## config.mk

```make
export PLATFORM = sky130hd
export DESIGN_NAME = usram_stream_loader
export DESIGN_NICKNAME = d
export VERILOG_FILES = /design/src/rtl/usram_stream_loader.sv
export SDC_FILE = /design/constraint.sdc
export NUM_CORES = 1
export LEC_CHECK = 0
export BUFFER_PORTS_ARGS = -buffer_cell sky130_fd_sc_hd__buf_2
export CORE_MARGIN = 8
export CORE_UTILIZATION = 30
export DETAILED_ROUTE_END_ITERATION = 12
export MAX_ROUTING_LAYER = met4
export PLACE_DENSITY_LB_ADDON = 0.1
export SLEW_MARGIN = 20
export SYNTH_ARGS = -nofsm -noshare
export SYNTH_HDL_FRONTEND = slang
export SYNTH_SLANG_ARGS = --single-unit
```

## constraint.sdc

```tcl
create_clock -name clk -period 14.73 [get_ports clk]
set_clock_uncertainty 0.15 [all_clocks]
set_input_delay 4.419 -clock clk [delete_from_list [all_inputs] [get_ports clk]]
set_output_delay 4.419 -clock clk [all_outputs]
set_load 0.1 [all_outputs]
```

## src/rtl/usram_stream_loader.sv

```systemverilog
// Fetches a contiguous block of 64-bit usram words on a start edge and streams them out with valid/ready.
// A 2-entry buffer absorbs the 1-cycle read latency; reads issue only while buffer plus in-flight data leaves room.
module usram_stream_loader #(
    parameter int DEPTH_W = 14,
    parameter int LEN_W   = 16
) (
    input  logic             clk,
    input  logic             rst_n,
    input  logic [31:0]      start,
    input  logic [31:0]      input_base,
    input  logic [LEN_W-1:0] xfer_len,
    output logic [31:0]      usram_raddr,
    output logic             usram_ren,
    input  logic [63:0]      usram_rdata,
    output logic             out_valid,
    input  logic             out_ready,
    output logic [63:0]      out_data,
    output logic             out_last,
    output logic             busy,
    output logic             done_pulse,
    output logic             done_flag
);

    typedef enum logic [1:0] {
        S_IDLE  = 2'd0,
        S_RUN   = 2'd1,
        S_DRAIN = 2'd2,
        S_DONE  = 2'd3
    } state_t;

    state_t             state, state_nxt;
    logic               start_q;
    logic               trigger;
    logic               inflight;
    logic               pop;
    logic               issue;
    logic               last_issue;
    logic [DEPTH_W-1:0] waddr;
    logic [LEN_W-1:0]   len_q;
    logic [LEN_W-1:0]   rd_cnt;
    logic [LEN_W-1:0]   pop_cnt;
    logic [63:0]        buf_mem [2];
    logic               rd_ptr;
    logic               wr_ptr;
    logic [1:0]         count;
    logic               unused_bits;

    assign unused_bits = ^{start[31:1], input_base[31:DEPTH_W+3], input_base[2:0]};

    assign trigger = start[0] & ~start_q & (state == S_IDLE);
    assign pop     = out_valid & out_ready;

    // Credit: occupancy after this cycle's push/pop must leave a free slot for the new read.
    assign issue = (state == S_RUN) && (rd_cnt < len_q) &&
                   (({1'b0, count} + {2'b00, inflight}) < (3'd2 + {2'b00, pop}));
    assign last_issue = issue && (rd_cnt == len_q - LEN_W'(1));

    assign usram_ren   = issue;
    assign usram_raddr = {{(32-DEPTH_W){1'b0}}, waddr};
    assign out_valid   = (count != 2'd0);
    assign out_data    = buf_mem[rd_ptr];
    assign out_last    = out_valid && (pop_cnt == len_q - LEN_W'(1));
    assign busy        = (state == S_RUN) || (state == S_DRAIN);
    assign done_pulse  = (state == S_DONE);

    always_comb begin
        state_nxt = state;
        case (state)
            S_IDLE: begin
                if (trigger) begin
                    state_nxt = (xfer_len == '0) ? S_DONE : S_RUN;
                end
            end
            S_RUN: begin
                if (last_issue) begin
                    state_nxt = S_DRAIN;
                end
            end
            S_DRAIN: begin
                // All reads issued: finished once nothing is in flight and the buffer empties this cycle.
                if (!inflight && ((count == 2'd0) || ((count == 2'd1) && pop))) begin
                    state_nxt = S_DONE;
                end
            end
            S_DONE:  state_nxt = S_IDLE;
            default: state_nxt = S_IDLE;
        endcase
    end

    always_ff @(posedge clk) begin
        if (!rst_n) begin
            state      <= S_IDLE;
            start_q    <= 1'b0;
            inflight   <= 1'b0;
            waddr      <= '0;
            len_q      <= '0;
            rd_cnt     <= '0;
            pop_cnt    <= '0;
            buf_mem[0] <= '0;
            buf_mem[1] <= '0;
            rd_ptr     <= 1'b0;
            wr_ptr     <= 1'b0;
            count      <= 2'd0;
            done_flag  <= 1'b0;
        end else begin
            state    <= state_nxt;
            start_q  <= start[0];
            inflight <= issue;

            if (trigger) begin
                waddr     <= input_base[DEPTH_W+2:3];
                len_q     <= xfer_len;
                rd_cnt    <= '0;
                pop_cnt   <= '0;
                done_flag <= 1'b0;
            end else if (issue) begin
                waddr  <= waddr + DEPTH_W'(1);
                rd_cnt <= rd_cnt + LEN_W'(1);
            end

            if (inflight) begin
                buf_mem[wr_ptr] <= usram_rdata;
                wr_ptr          <= ~wr_ptr;
            end
            if (pop) begin
                rd_ptr  <= ~rd_ptr;
                pop_cnt <= pop_cnt + LEN_W'(1);
            end
            count <= count + {1'b0, inflight} - {1'b0, pop};

            if (state == S_DONE) begin
                done_flag <= 1'b1;
            end
        end
    end

endmodule

```

==> impl_metrics.csv <==
group,metric,value,unit
status,status,"finished clean",
placed_design,io_buffer_count,181,
timing,setup-tns-final,0,ns
worst_setup_path,rrSetupSlack,11.56,ns
run,maxCapViolCount,0,
clock_tree,clock_path_buffers,2,
power_and_ir_drop,pwr-share-seq,0.311,
placed_design,pre_cts_slack,3.790,ns
logic_synthesis,syn_area,10260,sq um
worst_setup_path,r2r-start,"len_q[13]",
die,pin_count,249,
global_route,grt_max_degree,66,
timing,final_max_slew_viol_count,0,
die,num_rows,67,
logic_synthesis,postSynthCellCount,935,
worst_setup_path,worstPathRequired,10.16,ns
route,detail-route-antenna-nets,0,
clock_tree,hold_buffers,0,
power_and_ir_drop,clock_power_share,0.212,
power_and_ir_drop,p_sw,1.138,mW
logic_synthesis,yosys_most_used_dff,"edfxtp_1",
placed_design,place_area,11530,sq um
logic_synthesis,ys_seq_area_frac,0.5153,
timing,layout_min_cycle_time,10.93,ns
placed_design,post-dp-hpwl,18610,um
worst_setup_path,cpPeakStageDelay,0.50,ns
timing,rsz0062_at_grt,"no",
logic_synthesis,synth_largest_area_cell,"edfxtp_1",
route,vias_per_cell,4.614,
clock_tree,clk_latency,0.45,ns
power_and_ir_drop,combPwrFrac,0.476,
timing,hold_viol_final,0,
die,die_area,40360,sq um
clock_tree,htree_levels,4,
route,vias,7179,
timing,tightest_slew,0.9609,ns
die,initial_utilization,0.3051,
logic_synthesis,yosysTopAreaCellShare,0.3748,
route,wl,27270,um
power_and_ir_drop,vdd_drop_max,100.7,uV
finish,layout-drive-gt1-share,0.2846,
power_and_ir_drop,p_leak,4.885,nW
logic_synthesis,synth-seq-cells,200,
logic_synthesis,async_reset_ff_frac,0,
route,route.detailed.drc,0,
worst_setup_path,path_cells,"buf_2, o21ai_1, o21ai_1, and4b_1, nor4b_4, buf_4, buf_2",
die,coreArea,33620,sq um
power_and_ir_drop,cellInternalPower,1.167,mW
worst_setup_path,start_kind,"primary input",
clock_tree,cts_inserted_buffers,17,
power_and_ir_drop,power_density,189.9,nW/um^2
clock_tree,cts.sinks,200,
worst_setup_path,slowest_stage,"buf_2",
route,firstDrtPassIters,4,
clock_tree,post-cts-setup-buffer-count,0,
power_and_ir_drop,p_sw_frac,0.4937,
global_route,grt_pass1_vias,7145,
finish,layout_common_cells,"buf_2 (181), and2_1 (133), edfxtp_1 (128)",
worst_hold_path,hold_class,"reg2reg",
global_route,grt_pass1_wl,42040,um
finish,final_area,12140,sq um
finish,mostFrequentLayoutCell,"buf_2",
route,wl_per_cell,17.53,um
worst_setup_path,worstSetupPathType,"in2out",
global_route,grt_usage,0.1369,
worst_setup_path,reg2regPathDepth,10,
timing,max_freq,0.09146,GHz
finish,nets,1270,
clock_tree,clk_pin_slew_worst_paths,0.08,ns
logic_synthesis,syn_area_per_cell,10.97,sq um
placed_design,gp_routability_congestion,0.8085,
logic_synthesis,synth_edf_count,128,
route,drt_iter0_markers,335,
timing,max_slew_margin,0.3594,
die,die_h,200.9,um
worst_setup_path,r2r_end,"waddr[8]",
clock_tree,cts_root_buf,"clkbuf_16",
timing,setup_ws,3.796,ns
timing,fin_crit_sh,0.7423,
worst_setup_path,cp-startpoint,"out_ready",
logic_synthesis,ys_warn_count,0,
timing,setup_viol,0,
finish,postLayoutCoreUtil,0.3610,
worst_setup_path,cp.arrival,6.36,ns
worst_setup_path,endpoint_kind,"primary output",
logic_synthesis,synth_area_leaders,"edfxtp_1 (37%), dfxtp_1 (14%), and2_1 (8.1%)",
global_route,grt_overflow,0,
logic_synthesis,ys_types,63,
clock_tree,cts_tree,"built",
global_route,antenna_found_initial,1,
worst_setup_path,path_max_fanout,32,
finish,syn2layout_area_growth,18.32,%
worst_setup_path,crit_end,"usram_ren",
die,die_w,200.9,um
clock_tree,cts.repair.resized,0,
-- metrics by stage --
stage,total power [mW],hold slack (ns),std cells
6_report,2.304,0.3390,1556
5_1_grt,2.411,0.3776,1556
4_1_cts,2.339,0.3443,1555
3_5_place_dp,1.841,0.3242,1523
3_3_place_gp,1.843,0.3175,1523
2_1_floorplan,1.648,0.3083,952
-- sequential cells by signal, indices dropped and copies added (netlist names), named ones only --
register,count
done_flag,1
len_q,16
wr_ptr,1
start_q,1
rd_ptr,1
state,2
rd_cnt,16
inflight,1
buf_mem,128
count,2
waddr,14
pop_cnt,16
-- routing by layer --
layer / vias to the layer above / wire length [um] / global-route usage
met5: - / 0 / -
met4: 0 / 357 / 0.04258
met3: 15 / 949 / 0.02905
met2: 110 / 13720 / 0.2268
met1: 3456 / 12250 / 0.1650
li1: 3598 / - / -
-- critical path: cells and delay by family --
kind                   cells  cell delay [ns]
AND/OR/NAND/NOR            2             0.44
AO/OA/AOI/OAI              2             0.54
buffers and inverters      3             0.96
-- area by class of cell --
class,count,area (sq um)
Clock inverter,15,177.7
Clock buffer,17,425.4
Multi-Input combinational cell,658,4608
Sequential cell,200,5286
Timing Repair Buffer,190,973.4
Fill cell,3455,21480
Inverter,27,101.3
Antenna cell,1,2.502
Tap cell,448,560.5
-- Yosys cell counts, types with 5 or more instances --
| library cell | count |
|---|---|
| or3_1 | 5 |
| edfxtp_1 | 128 |
| dfxtp_1 | 72 |
| inv_1 | 25 |
| and3_1 | 16 |
| nor4_1 | 8 |
| clkbuf_1 | 41 |
| nor3_1 | 5 |
| buf_4 | 20 |
| nand4_1 | 24 |
| xor2_1 | 33 |
| and2_1 | 133 |
| o21ai_0 | 23 |
| a211oi_1 | 5 |
| a21oi_1 | 43 |
| mux2_2 | 68 |
| nor2_1 | 58 |
| nand2_1 | 63 |
| xnor2_1 | 29 |
| ha_1 | 29 |
| nand3_1 | 22 |
-- logic make-up after synthesis --
group / Yosys count / share of synthesized area
AOI/OAI and AO/OA: 108 / 0.06466
xor gates and xnor gates: 64 / 0.05734
adders and majority gates: 29 / 0.03538
buffers and inverters: 94 / 0.04489
DFF: 200 / 0.5153
muxes: 71 / 0.07759
other: 1 / 0.0003656
and+or+nand+nor: 368 / 0.2045
-- power groups by stage --
stage / sequential [mW] / clock [mW] / combinational (mW)
4_1_cts: 0.719 / 0.508 / 1.11
5_1_grt: 0.728 / 0.526 / 1.16
3_3_place_gp: 0.731 / 0 / 1.11
3_5_place_dp: 0.731 / 0 / 1.11
6_report: 0.718 / 0.489 / 1.10
2_1_floorplan: 0.786 / 0 / 0.861
-- worst min path at each step --
stage / slack, ns / cells past startpoint / start / to
after global placement: 0.32 / 2 / done_flag / done_flag
after global routing: 0.38 / 2 / done_flag / done_flag
after CTS: 0.34 / 2 / done_flag / done_flag
after detailed placement: 0.32 / 2 / done_flag / done_flag
final: 0.34 / 2 / done_flag / done_flag
after floorplan: 0.31 / 1 / pop_cnt[3] / pop_cnt[3]
(Power assumes the default switching activity.)
